**config.mk**
```make
export PLATFORM = sky130hd
export DESIGN_NAME = sw_debounce
export DESIGN_NICKNAME = d
export VERILOG_FILES = /design/src/rtl/sw_pkg.sv /design/src/rtl/sw_db_bit.sv /design/src/rtl/sw_debounce.sv
export SDC_FILE = /design/constraint.sdc
export NUM_CORES = 1
export LEC_CHECK = 0
export CAP_MARGIN = 10
export CORE_UTILIZATION = 55
export DETAILED_ROUTE_END_ITERATION = 16
export PLACE_DENSITY_LB_ADDON = 0.2
export SYNTH_ARGS = -nofsm -noshare
export SYNTH_HDL_FRONTEND = slang
export SYNTH_SLANG_ARGS = --single-unit
export TNS_END_PERCENT = 100
```
**constraint.sdc**
```tcl
create_clock -name clk_i -period 12 [get_ports clk_i]
set_input_delay 2.4 -clock clk_i [delete_from_list [all_inputs] [get_ports clk_i]]
set_output_delay 2.4 -clock clk_i [all_outputs]
set_load 0.01 [all_outputs]
```
**src/rtl/sw_pkg.sv**
```systemverilog
// Shared constants and helpers for the slide-switch debouncer.
// The counter width is sized so the largest legal count always fits.
package sw_pkg;

    localparam int SW_WIDTH          = 7;
    localparam int DB_CYCLES_DEFAULT = 1000000;

    function automatic int cnt_width(input int cycles);
        return (cycles < 1) ? 1 : $clog2(cycles + 1);
    endfunction

endpackage

```
**src/rtl/sw_db_bit.sv**
```systemverilog
// One debounced switch bit: a two-flop synchronizer, a stability counter,
// the accepted level, and registered rise/fall pulses.
module sw_db_bit
    import sw_pkg::*;
#(
    parameter int DB_CYCLES = DB_CYCLES_DEFAULT
)
(
    input  logic clk_i,
    input  logic rst_i,
    input  logic sw_i,
    output logic sw_o,
    output logic rise_o,
    output logic fall_o,
    output logic accept_o
);

    localparam int              CW       = cnt_width(DB_CYCLES);
    localparam logic [CW-1:0]   CNT_LAST = CW'(DB_CYCLES - 1);

    logic          s1;
    logic          s2;
    logic          db;
    logic [CW-1:0] cnt;
    logic          accept;

    // A new level is taken only once it has differed on DB_CYCLES consecutive edges.
    assign accept   = (s2 != db) && (cnt == CNT_LAST);
    assign accept_o = accept;
    assign sw_o     = db;

    always_ff @(posedge clk_i) begin
        if (rst_i) begin
            s1     <= 1'b0;
            s2     <= 1'b0;
            db     <= 1'b0;
            cnt    <= '0;
            rise_o <= 1'b0;
            fall_o <= 1'b0;
        end else begin
            s1     <= sw_i;
            s2     <= s1;
            rise_o <= accept & s2;
            fall_o <= accept & ~s2;
            if (s2 == db) begin
                cnt <= '0;
            end else if (accept) begin
                db  <= s2;
                cnt <= '0;
            end else begin
                cnt <= cnt + 1'b1;
            end
        end
    end

endmodule

```
**src/rtl/sw_debounce.sv**
```systemverilog
// Debounces a bank of slide switches, mirrors them onto LEDs and keeps a
// running modulo-256 count of every accepted level change.
module sw_debounce
    import sw_pkg::*;
#(
    parameter int WIDTH     = SW_WIDTH,
    parameter int DB_CYCLES = DB_CYCLES_DEFAULT
)
(
    input  logic             clk_i,
    input  logic             rst_i,
    input  logic [WIDTH-1:0] sw_i,
    output logic [WIDTH-1:0] sw_o,
    output logic [WIDTH-1:0] rise_o,
    output logic [WIDTH-1:0] fall_o,
    output logic [WIDTH-1:0] led_o,
    output logic [7:0]       chg_cnt_o
);

    logic [WIDTH-1:0] accept;
    logic [7:0]       accept_cnt;

    for (genvar i = 0; i < WIDTH; i++) begin : g_bit
        sw_db_bit #(
            .DB_CYCLES (DB_CYCLES)
        ) u_bit (
            .clk_i    (clk_i),
            .rst_i    (rst_i),
            .sw_i     (sw_i[i]),
            .sw_o     (sw_o[i]),
            .rise_o   (rise_o[i]),
            .fall_o   (fall_o[i]),
            .accept_o (accept[i])
        );
    end

    assign led_o = sw_o;

    // Counted on the acceptance edge itself so the count moves with sw_o and the pulses.
    always_comb begin
        accept_cnt = '0;
        for (int i = 0; i < WIDTH; i++) begin
            accept_cnt = accept_cnt + 8'(accept[i]);
        end
    end

    always_ff @(posedge clk_i) begin
        if (rst_i) begin
            chg_cnt_o <= '0;
        end else begin
            chg_cnt_o <= chg_cnt_o + accept_cnt;
        end
    end

endmodule
```
==> run_results.csv, run 1 <==
group,metric,value,unit
run_status,status,"completed",
setup_path,path_max_fanout,5,
floorplanning,floorplan.core_area,14600,um2
logic_synthesis,synthFlopType,"sky130_fd_sc_hd__dfxtp_1",
detailed_routing,drt-initial-drc-count,330,
grt,grt_usage,19.9,%
logic_synthesis,mapped_cell_area,8230,um2
detailed_routing,detail_route.wirelength,14.8,mm
pwr,peakVddDrop,0.101,mV
timing,tmin_final,4.83,ns
cts,number_of_buffers_added_to_fix_hold_violations_after_cts,0,
timing,timing.final.max_slew_violations,0,
floorplanning,row_count,44,
pwr,seqPwrFrac,51.3,%
grt,grt_overflow,0,
setup_path,critical_path.startpoint_type,"flip-flop",
pwr,cell_internal_pwr,0.954,mW
timing,finClkSkew,0.0109,ns
logic_synthesis,synth_sequential_area_ratio,44.5,%
grt,grt_antenna_before_repair,0,
min_path,hold_path_class,"reg -> reg",
logic_synthesis,yosysUniqueCellTypes,48,
timing,fmax,207,MHz
logic_synthesis,netlist.area_leader.share,44.5,%
setup_path,critical-path-top-delay-family,"adder cells",
final_layout,design.final.nets,961,
timing,layout_setup_ws,7.17,ns
cts,cts-buffers-inserted,17,
floorplanning,die_h,124,um
setup_path,cp_data_arrival_time,5.11,ns
final_layout,fill_cells,1216,
floorplanning,start_util,56.4,%
final_layout,post_route_cells_drive_above_1_share,5.49,%
placed_design,hpwlAfterDp,10.1,mm
pwr,switching_share,20.2,%
logic_synthesis,synth.net_count,952,
logic_synthesis,yosys_register_bits,183,
pwr,powerDensity,130,nW/um2
timing,setup_repair_after_global_routing_missed_its_margin,"no",
logic_synthesis,synth_enable_flop_cells,0,
detailed_routing,dr_total_vias,6193,
floorplanning,die_area,15500,um2
setup_path,cpPeakStageDelay,0.59,ns
cts,worst_skew_pair.late_latency,0.43,ns
placed_design,preCtsSetupSlack,7.21,ns
timing,slew-limit-headroom,49.7,%
pwr,power.combinational.fraction,1.3,%
final_layout,antenna_cells,0,
placed_design,port_buffers,44,
detailed_routing,detail-route-antenna-nets,0,
final_layout,area.growth.synth_to_final,11.9,%
cts,clock-root-buffer,"sky130_fd_sc_hd__clkbuf_16",
timing,number_of_failing_hold_endpoints_at_the_final_stage,0,
setup_path,regToRegSetupSlack,7.17,ns
logic_synthesis,synth.yosys.warnings,0,
timing,final-setup-viol-count,0,
logic_synthesis,post-synth-top-count-cell,"sky130_fd_sc_hd__dfxtp_1",
floorplanning,ios,45,
pwr,clock_power_share,47.5,%
logic_synthesis,post_synth_main_area_contributors,"sky130_fd_sc_hd__dfxtp_1, sky130_fd_sc_hd__xor2_1, sky130_fd_sc_hd__nor2_1",
timing,timing.setup.tns,0,ns
run,max_cap_violations,0,
grt,grt_first_pass_wirelength,25.6,mm
setup_path,timing_worst_setup_path_type,"reg -> reg",
cts,cts_tree,"done",
cts,cts_repair_resize_count,0,
pwr,p_sw,0.241,mW
timing,timing_worst_slew_pin_value,0.749,ns
detailed_routing,dr.pass1.iters,5,
cts,cts_setup_buffers,0,
cts,clock_path_buffers,2,
grt,grt_max_degree,48,
placed_design,place_congestion,0.790,
timing,fin_crit_sh,40.2,%
setup_path,cp_slowest_cell,"sky130_fd_sc_hd__or4_1",
setup_path,timing.critical_path.cells,"ha_1, inv_1, or4_1, or3_1, fa_1, inv_1, fa_1, inv_1, fa_1, inv_1, ha_1, fa_1, a21o_1, a21oi_1, xor2_1, nor2_1",
detailed_routing,remaining_drc_errors,0,
floorplanning,die_w,124,um
logic_synthesis,synth_largest_area_cell,"sky130_fd_sc_hd__dfxtp_1",
logic_synthesis,postSynthAreaPerCell,8.90,um2
cts,clock_sink_count,183,
cts,clkTransAtPathRegs,0.06,ns
pwr,cellLeakagePower,2.99,nW
setup_path,critPathRequiredTime,12.29,ns
logic_synthesis,synth_cells,925,
grt,grt_pass1_vias,5560,
logic_synthesis,synth.top_cells.by_count,"sky130_fd_sc_hd__dfxtp_1, sky130_fd_sc_hd__nor2_1, sky130_fd_sc_hd__xor2_1",
setup_path,crit_path_end_kind,"flip-flop",
detailed_routing,route.detailed.vias_per_inst,5.48,
detailed_routing,avgRoutedWirePerCell,13.1,um
logic_synthesis,asyncSetResetFlopFracSynth,0,%
setup_path,timing.critical_path.buf_inv,4,
cts,cts-htree-levels,4,
[through the flow]
step	total power [mW]	instance area, um2	utilization, %	instances	hold WS, ns
6_report	1.19	9210	63.1	1131	0.437
4_1_cts	1.21	9210	63.1	1131	0.438
2_1_floorplan	0.635	8230	-	925	0.413
3_5_place_dp	0.641	8600	58.9	1099	0.423
5_1_grt	1.24	9210	63.1	1131	0.456
3_3_place_gp	0.641	8600	58.9	1099	0.417
[cells in the final DEF, fill, tap and decap left out, types with 4 or more instances in the layout]
cell	n
sky130_fd_sc_hd__dfxtp_1	183
sky130_fd_sc_hd__nor2_1	114
sky130_fd_sc_hd__xor2_1	59
sky130_fd_sc_hd__nand3_1	53
sky130_fd_sc_hd__a21oi_1	46
sky130_fd_sc_hd__clkdlybuf4s50_1	43
sky130_fd_sc_hd__nand2_1	41
sky130_fd_sc_hd__nand4_1	40
sky130_fd_sc_hd__xnor2_1	38
sky130_fd_sc_hd__inv_1	33
sky130_fd_sc_hd__or3_1	31
sky130_fd_sc_hd__o21ai_0	30
sky130_fd_sc_hd__or4_1	25
sky130_fd_sc_hd__nor2b_1	20
sky130_fd_sc_hd__and4_1	19
sky130_fd_sc_hd__o31ai_1	17
sky130_fd_sc_hd__nor3_1	17
sky130_fd_sc_hd__clkbuf_16	17
sky130_fd_sc_hd__ha_1	14
sky130_fd_sc_hd__and3_1	13
sky130_fd_sc_hd__nor4_1	11
sky130_fd_sc_hd__and2_1	8
sky130_fd_sc_hd__buf_4	7
sky130_fd_sc_hd__nand3b_1	6
sky130_fd_sc_hd__nor4b_1	6
sky130_fd_sc_hd__clkinvlp_4	5
sky130_fd_sc_hd__or4b_1	4
sky130_fd_sc_hd__nor3b_1	4
sky130_fd_sc_hd__o21ai_1	4
sky130_fd_sc_hd__fa_1	4
[cells by family after synthesis]
kind of cell | Yosys count | synth area share (%)
AND/OR/NAND/NOR | 424 | 28.6
flip-flops | 183 | 44.5
AO/OA/AOI/OAI | 107 | 7.46
XOR/XNOR | 97 | 10.3
buffers and inverters | 94 | 5.76
adder cells (fa/ha/maj) | 18 | 3.10
multiplexers | 2 | 0.258
[area by class of cell]
cell class                 count  area, um2  area share [%]
timing repair buffer          51        488            5.30
multi-input combinational    648       4090            44.5
clock inverter                12        151            1.64
clock buffer                  20        457            4.96
tap                          184        230            2.50
inverter                      33        124            1.35
sequential                   183       3660            39.8
[power groups by stage]
stage	Combinational [mW]	Sequential, mW	Clock [mW]
3_5_place_dp	0.0152	0.626	0
5_1_grt	0.0168	0.612	0.607
4_1_cts	0.0153	0.612	0.581
6_report	0.0150	0.612	0.567
2_1_floorplan	0.00966	0.625	0
3_3_place_gp	0.0150	0.626	0
[final timing paths]
| path | from | endpoint | cells after the start |
|---|---|---|---|
| hold reg to reg | g_bit[1].u_bit.s1$_SDFF_PP0_ | g_bit[1].u_bit.s2$_SDFF_PP0_ | 1 |
| setup reg to reg | g_bit[0].u_bit.cnt[0]$_SDFF_PP0_ | chg_cnt_o[4]$_SDFF_PP0_ | 16 |
| hold / removal | g_bit[1].u_bit.s1$_SDFF_PP0_ | g_bit[1].u_bit.s2$_SDFF_PP0_ | 1 |
| setup / recovery | g_bit[0].u_bit.cnt[0]$_SDFF_PP0_ | chg_cnt_o[4]$_SDFF_PP0_ | 16 |
[state kept, by name, summed over array words and instances, names as in the netlist]
name,count
g_bit.u_bit.cnt,140
chg_cnt_o,8
g_bit.u_bit.fall_o,7
g_bit.u_bit.rise_o,7
g_bit.u_bit.s1,7
g_bit.u_bit.s2,7
g_bit.u_bit.sw_o,7
[per-layer routing]
layer	global-route usage (%)	vias up	wire length (um)
met1	26.6	2860	7340
met2	31.8	81	6850
li1	-	3235	-
met4	6.59	0	179
met5	0	-	0
met3	4.51	17	467
Power figures use the tool's default switching activity.
==> run 2, diff against run 1 <==
- clock period: 12 -> 5 ns (I/O delays scaled with it)
==> run 2 against run 1 <==
  * Worst setup slack worse by 6.9 ns
  * Critical path depth stayed put
  * Sequential power up 140%
  * Sequential cell count unchanged
  * Global-route usage increased by 0.60 points
  * Maximum frequency grew 1.7%
  * Register-to-register slack worse by 6.9 ns
  * Critical path type unchanged
  * Critical endpoint unchanged
==> run_results.csv, run 2 (synthesis gave the netlist of run 1 again) <==
group,metric,value,unit
grt,grt_antenna_before_repair,0,
pwr,power.combinational.fraction,1.2,%
cts,cts_tree,"done",
setup_path,critPathRequiredTime,5.31,ns
timing,final-setup-viol-count,0,
setup_path,critical_path.startpoint_type,"flip-flop",
floorplanning,ios,45,
placed_design,preCtsSetupSlack,0.214,ns
timing,timing.setup.tns,0,ns
final_layout,antenna_cells,0,
detailed_routing,dr.pass1.iters,5,
timing,timing_worst_slew_pin_value,0.717,ns
detailed_routing,detail_route.wirelength,15.1,mm
detailed_routing,remaining_drc_errors,0,
cts,clkTransAtPathRegs,0.06,ns
grt,grt_first_pass_wirelength,26.4,mm
setup_path,timing_worst_setup_path_type,"reg -> reg",
detailed_routing,drt-initial-drc-count,293,
final_layout,area.growth.synth_to_final,12.2,%
floorplanning,die_w,124,um
final_layout,area_of_all_placed_cells_without_fillers,9240,um2
cts,clock_path_buffers,2,
final_layout,fill_cells,1209,
final_layout,final_common_cell,"sky130_fd_sc_hd__dfxtp_1",
cts,cts-htree-levels,4,
final_layout,reg.largest.list,"g_bit.u_bit.cnt x140, chg_cnt_o x8",
grt,grt_max_degree,35,
setup_path,cp_data_arrival_time,5.06,ns
final_layout,layout.core_utilization,63.3,%
placed_design,place_congestion,0.781,
floorplanning,die_h,124,um
detailed_routing,avgRoutedWirePerCell,13.4,um
pwr,peakVddDrop,0.267,mV
detailed_routing,route.detailed.vias_per_inst,5.54,
pwr,p_sw,0.584,mW
final_layout,post_route_cells_drive_above_1_share,5.60,%
timing,fin_worst_hold_slack,0.440,ns
timing,slew-limit-headroom,51.9,%
timing,setup_repair_after_global_routing_missed_its_margin,"no",
min_path,hold_path_class,"reg -> reg",
cts,cts-buffers-inserted,17,
floorplanning,start_util,56.4,%
cts,cts_repair_resize_count,0,
final_layout,number_of_flip_flops_under_the_largest_register_name,140,
final_layout,design.final.nets,961,
timing,finClkSkew,0.00367,ns
setup_path,crit_path_end_kind,"flip-flop",
pwr,switching_share,20.0,%
grt,grt_overflow,0,
setup_path,path_max_fanout,5,
floorplanning,row_count,44,
placed_design,cell_area_after_placement,8600,um2
cts,clock_sink_count,183,
final_layout,regMostFlops,"g_bit.u_bit.cnt",
cts,clock-root-buffer,"sky130_fd_sc_hd__clkbuf_16",
pwr,seqPwrFrac,50.3,%
run_status,status,"completed",
pwr,cell_internal_pwr,2.34,mW
timing,number_of_failing_hold_endpoints_at_the_final_stage,0,
floorplanning,floorplan.core_area,14600,um2
placed_design,port_buffers,44,
run,max_cap_violations,0,
final_layout,layout_common_cells,"sky130_fd_sc_hd__dfxtp_1, sky130_fd_sc_hd__nor2_1, sky130_fd_sc_hd__xor2_1",
timing,timing.final.max_slew_violations,0,
floorplanning,die_area,15500,um2
cts,cts_setup_buffers,0,
pwr,clock_power_share,48.5,%
pwr,powerDensity,316,nW/um2
detailed_routing,detail-route-antenna-nets,0,
cts,worst_skew_pair.late_latency,0.43,ns
timing,layout_setup_ws,0.253,ns
cts,number_of_buffers_added_to_fix_hold_violations_after_cts,0,
placed_design,hpwlAfterDp,10.4,mm
pwr,cellLeakagePower,2.99,nW
detailed_routing,dr_total_vias,6271,
grt,grt_usage,20.5,%
timing,tmin_final,4.75,ns
timing,fin_crit_sh,94.9,%
timing,fmax,211,MHz
grt,grt_pass1_vias,5772,
run 2: cell count changes in the layout (fill, tap and decap cells not counted):
cell	previous run	this run
sky130_fd_sc_hd__clkinv_2	3	2
sky130_fd_sc_hd__clkinvlp_4	5	6
sky130_fd_sc_hd__bufinv_16	3	4
sky130_fd_sc_hd__or3_1	31	30
sky130_fd_sc_hd__or3_4	0	1
sky130_fd_sc_hd__clkinv_4	1	0
run 2: metrics by stage:
step	cells	total power [mW]
4_1_cts	1131	2.95
3_3_place_gp	1099	1.54
5_1_grt	1131	3.01
6_report	1131	2.92
2_1_floorplan	925	1.52
3_5_place_dp	1099	1.54
run 2: power by group through the flow:
| stage | clock network (mW) | registers (mW) | logic (mW) |
|---|---|---|---|
| after floorplan | 0 | 1.50 | 0.0232 |
| after global placement | 0 | 1.50 | 0.0361 |
| after detailed placement | 0 | 1.50 | 0.0364 |
| after CTS | 1.45 | 1.47 | 0.0365 |
| after global routing | 1.50 | 1.47 | 0.0402 |
| final | 1.42 | 1.47 | 0.0359 |
run 2: final cells by class:
type                    instances  area [um2]  share of cell area (%)
clock buffers                  20         457                    4.95
inverters                      33         124                    1.34
repair buffers                 51         488                    5.28
well taps                     184         230                    2.49
flip-flops and latches        183        3660                    39.7
multi-input cells             648        4100                    44.4
clock inverters                12         175                    1.90
run 2: path summary, 6_finish.rpt:
check	startpoint	endpoint	slack, ns	depth (start not counted)
min	g_bit[3].u_bit.s1$_SDFF_PP0_	g_bit[3].u_bit.s2$_SDFF_PP0_	0.44	1
max	g_bit[0].u_bit.cnt[0]$_SDFF_PP0_	chg_cnt_o[4]$_SDFF_PP0_	0.25	16
min reg2reg	g_bit[3].u_bit.s1$_SDFF_PP0_	g_bit[3].u_bit.s2$_SDFF_PP0_	0.44	1
max reg2reg	g_bit[0].u_bit.cnt[0]$_SDFF_PP0_	chg_cnt_o[4]$_SDFF_PP0_	0.25	16
run 2: routing by layer:
layer	routed length (um)	share of wire (%)	global-route usage, %
met5	0	0	0
met4	209	1.4	7.30
met3	400	2.6	4.47
met2	6980	46	32.6
met1	7530	50	27.5
run 2: worst max-delay path, cell delays in order (launching register included):
cell and delay, ns:
sky130_fd_sc_hd__dfxtp_1 0.39, sky130_fd_sc_hd__ha_1 0.24, sky130_fd_sc_hd__inv_1 0.07, sky130_fd_sc_hd__or4_1 0.59, sky130_fd_sc_hd__or3_4 0.43, sky130_fd_sc_hd__fa_1 0.49, sky130_fd_sc_hd__inv_1 0.05, sky130_fd_sc_hd__fa_1 0.49
sky130_fd_sc_hd__inv_1 0.05, sky130_fd_sc_hd__fa_1 0.49, sky130_fd_sc_hd__inv_1 0.05, sky130_fd_sc_hd__ha_1 0.22, sky130_fd_sc_hd__fa_1 0.40, sky130_fd_sc_hd__a21o_1 0.19, sky130_fd_sc_hd__a21oi_1 0.24, sky130_fd_sc_hd__xor2_1 0.18
sky130_fd_sc_hd__nor2_1 0.05
==> run 3, diff against run 2 <==
- GPL_TIMING_DRIVEN: not set -> 0
==> run 3 against run 2 <==
  * Sequential cell count unchanged
  * Global-route usage increased by 0.96 points
  * Combinational power is 9.2% higher
  * Register-to-register slack improved by 0.02 ns
  * Via count up 4.2%
  * Clock power is 6% higher
  * Count of clock-buffer cells in the layout fell by 2
  * Critical path type unchanged
  * Critical endpoint unchanged
  * Largest power group is now the clock network
  * Highest routed layer unchanged
==> run_results.csv, run 3 (synthesis gave the netlist of run 1 again) <==
group,metric,value,unit
cts,clkTransAtPathRegs,0.06,ns
final_layout,layout.core_utilization,65.7,%
cts,cts_tree,"done",
floorplanning,row_count,44,
final_layout,area_of_all_placed_cells_without_fillers,9590,um2
grt,grt_usage,21.5,%
timing,timing.setup.tns,0,ns
detailed_routing,remaining_drc_errors,0,
timing,layout_setup_ws,0.268,ns
detailed_routing,dr.pass1.iters,5,
floorplanning,floorplan.core_area,14600,um2
grt,grt_overflow,0,
setup_path,cpPeakStageDelay,0.57,ns
placed_design,cell_area_after_placement,8900,um2
detailed_routing,avgRoutedWirePerCell,13.5,um
timing,fin_crit_sh,94.6,%
final_layout,number_of_flip_flops_under_the_largest_register_name,140,
detailed_routing,dr_total_vias,6533,
run,max_cap_violations,0,
setup_path,cp_slowest_cell,"sky130_fd_sc_hd__or4_1",
placed_design,dpl.cell_count,1153,
setup_path,crit_path_end_kind,"flip-flop",
grt,grt_max_degree,17,
final_layout,final_common_cell,"sky130_fd_sc_hd__dfxtp_1",
final_layout,post_route_cells_drive_above_1_share,8.29,%
timing,final-setup-viol-count,0,
final_layout,regMostFlops,"g_bit.u_bit.cnt",
final_layout,area.growth.synth_to_final,16.5,%
floorplanning,die_area,15500,um2
cts,clock_path_buffers,2,
grt,grt_pass1_vias,6071,
setup_path,critPathRequiredTime,5.28,ns
cts,clock-root-buffer,"sky130_fd_sc_hd__clkbuf_16",
final_layout,instances_no_fill,1185,
grt,grt_first_pass_wirelength,27.4,mm
grt,gr-usage-met3,3.95,%
final_layout,layout_common_cells,"sky130_fd_sc_hd__dfxtp_1, sky130_fd_sc_hd__nor2_1, sky130_fd_sc_hd__xor2_1",
min_path,hold_path_class,"reg -> reg",
placed_design,hpwlAfterDp,11.1,mm
detailed_routing,drt-initial-drc-count,334,
cts,cts_setup_buffers,0,
floorplanning,start_util,56.4,%
final_layout,fill_cells,1207,
cts,cts-buffers-inserted,17,
run_status,status,"completed",
timing,timing_worst_slew_pin_value,0.781,ns
timing,fmax,211,MHz
setup_path,timing.critical_path.buf_inv,4,
grt,grt.busiest_layer,"met2",
detailed_routing,route.detailed.vias_per_inst,5.51,
cts,number_of_buffers_added_to_fix_hold_violations_after_cts,0,
pwr,cellLeakagePower,3.20,nW
placed_design,place_congestion,0.795,
cts,cts-htree-levels,4,
cts,clock_sink_count,183,
floorplanning,die_h,124,um
setup_path,critical_path.startpoint_type,"flip-flop",
setup_path,critical-path-top-delay-family,"adder cells",
timing,slew-limit-headroom,47.6,%
pwr,powerDensity,315,nW/um2
final_layout,antenna_cells,0,
floorplanning,die_w,124,um
grt,grt_antenna_before_repair,0,
pwr,peakVddDrop,0.295,mV
timing,timing.final.max_slew_violations,0,
final_layout,reg.largest.list,"g_bit.u_bit.cnt x140, chg_cnt_o x8",
detailed_routing,detail_route.wirelength,16.0,mm
timing,number_of_failing_hold_endpoints_at_the_final_stage,0,
detailed_routing,detail-route-antenna-nets,0,
timing,setup_repair_after_global_routing_missed_its_margin,"no",
timing,finClkSkew,0.0103,ns
pwr,fin_total_pwr,3.02,mW
setup_path,timing_worst_setup_path_type,"reg -> reg",
setup_path,cp_data_arrival_time,5.02,ns
setup_path,path_max_fanout,4,
grt,grt_use_met1,27.6,%
placed_design,preCtsSetupSlack,0.155,ns
final_layout,design.final.nets,1015,
cts,cts_repair_resize_count,0,
setup_path,timing.critical_path.cells,"ha_2, inv_1, or4_1, or3_1, fa_1, inv_1, fa_1, inv_1, fa_1, inv_1, ha_1, fa_1, a21o_1, a21oi_2, xor2_1, nor2_1",
floorplanning,ios,45,
placed_design,port_buffers,44,
timing,fin_worst_hold_slack,0.442,ns
timing,tmin_final,4.73,ns
cts,worst_skew_pair.late_latency,0.42,ns
grt,gr_met2_demand_resource,35.8,%
-- run 3: cell types whose count changed in the layout (fill, tap and decap cells not counted), moves of 4 or more --
| cell | before | now |
|---|---|---|
| sky130_fd_sc_hd__buf_2 | 1 | 7 |
| sky130_fd_sc_hd__buf_4 | 7 | 28 |
| sky130_fd_sc_hd__clkbuf_1 | 1 | 26 |
| sky130_fd_sc_hd__clkinv_4 | 0 | 5 |
| sky130_fd_sc_hd__clkinvlp_4 | 6 | 2 |
-- run 3: report_power, final --
group / total [mW] / leakage, nW / internal (mW) / switching [mW]
Combinational: 0.0392 / 1.40 / 0.0142 / 0.0250
Clock: 1.51 / 0.321 / 0.943 / 0.571
Sequential: 1.47 / 1.48 / 1.46 / 0.00487
Total: 3.02 / 3.20 / 2.42 / 0.600
-- run 3: worst reg2reg max path: stages (launching register included) --
cell,delay [ns]
sky130_fd_sc_hd__dfxtp_1,0.38
sky130_fd_sc_hd__ha_2,0.24
sky130_fd_sc_hd__inv_1,0.06
sky130_fd_sc_hd__or4_1,0.57
sky130_fd_sc_hd__or3_1,0.46
sky130_fd_sc_hd__fa_1,0.51
sky130_fd_sc_hd__inv_1,0.05
sky130_fd_sc_hd__fa_1,0.49
sky130_fd_sc_hd__inv_1,0.05
sky130_fd_sc_hd__fa_1,0.50
sky130_fd_sc_hd__inv_1,0.05
sky130_fd_sc_hd__ha_1,0.21
sky130_fd_sc_hd__fa_1,0.40
sky130_fd_sc_hd__a21o_1,0.21
sky130_fd_sc_hd__a21oi_2,0.19
sky130_fd_sc_hd__xor2_1,0.17
sky130_fd_sc_hd__nor2_1,0.05
-- run 3: per-layer routing --
layer	wire length [um]	vias up
li1	-	3359
met1	7650	3084
met2	7740	78
met3	432	12
met4	206	0
met5	0	-
-- run 3: cell type report --
type                            instances  area (um2)  area share [%]
Buffer                                 61         350            3.65
Clock buffer                           18         429            4.48
Clock inverter                         14         248            2.58
Inverter                               33         124            1.29
Multi-Input combinational cell        648        4100            42.8
Sequential cell                       183        3660            38.2
Tap cell                              184         230            2.40
Timing Repair Buffer                   44         440            4.59
-- run 3: final timing paths --
check	start	to	slack, ns	cells after the start
worst max-delay path	g_bit[0].u_bit.cnt[1]$_SDFF_PP0_	chg_cnt_o[4]$_SDFF_PP0_	0.27	16
worst min-delay path	g_bit[2].u_bit.cnt[0]$_SDFF_PP0_	g_bit[2].u_bit.cnt[0]$_SDFF_PP0_	0.44	1
worst max register to register	g_bit[0].u_bit.cnt[1]$_SDFF_PP0_	chg_cnt_o[4]$_SDFF_PP0_	0.27	16
worst min register to register	g_bit[2].u_bit.cnt[0]$_SDFF_PP0_	g_bit[2].u_bit.cnt[0]$_SDFF_PP0_	0.44	1
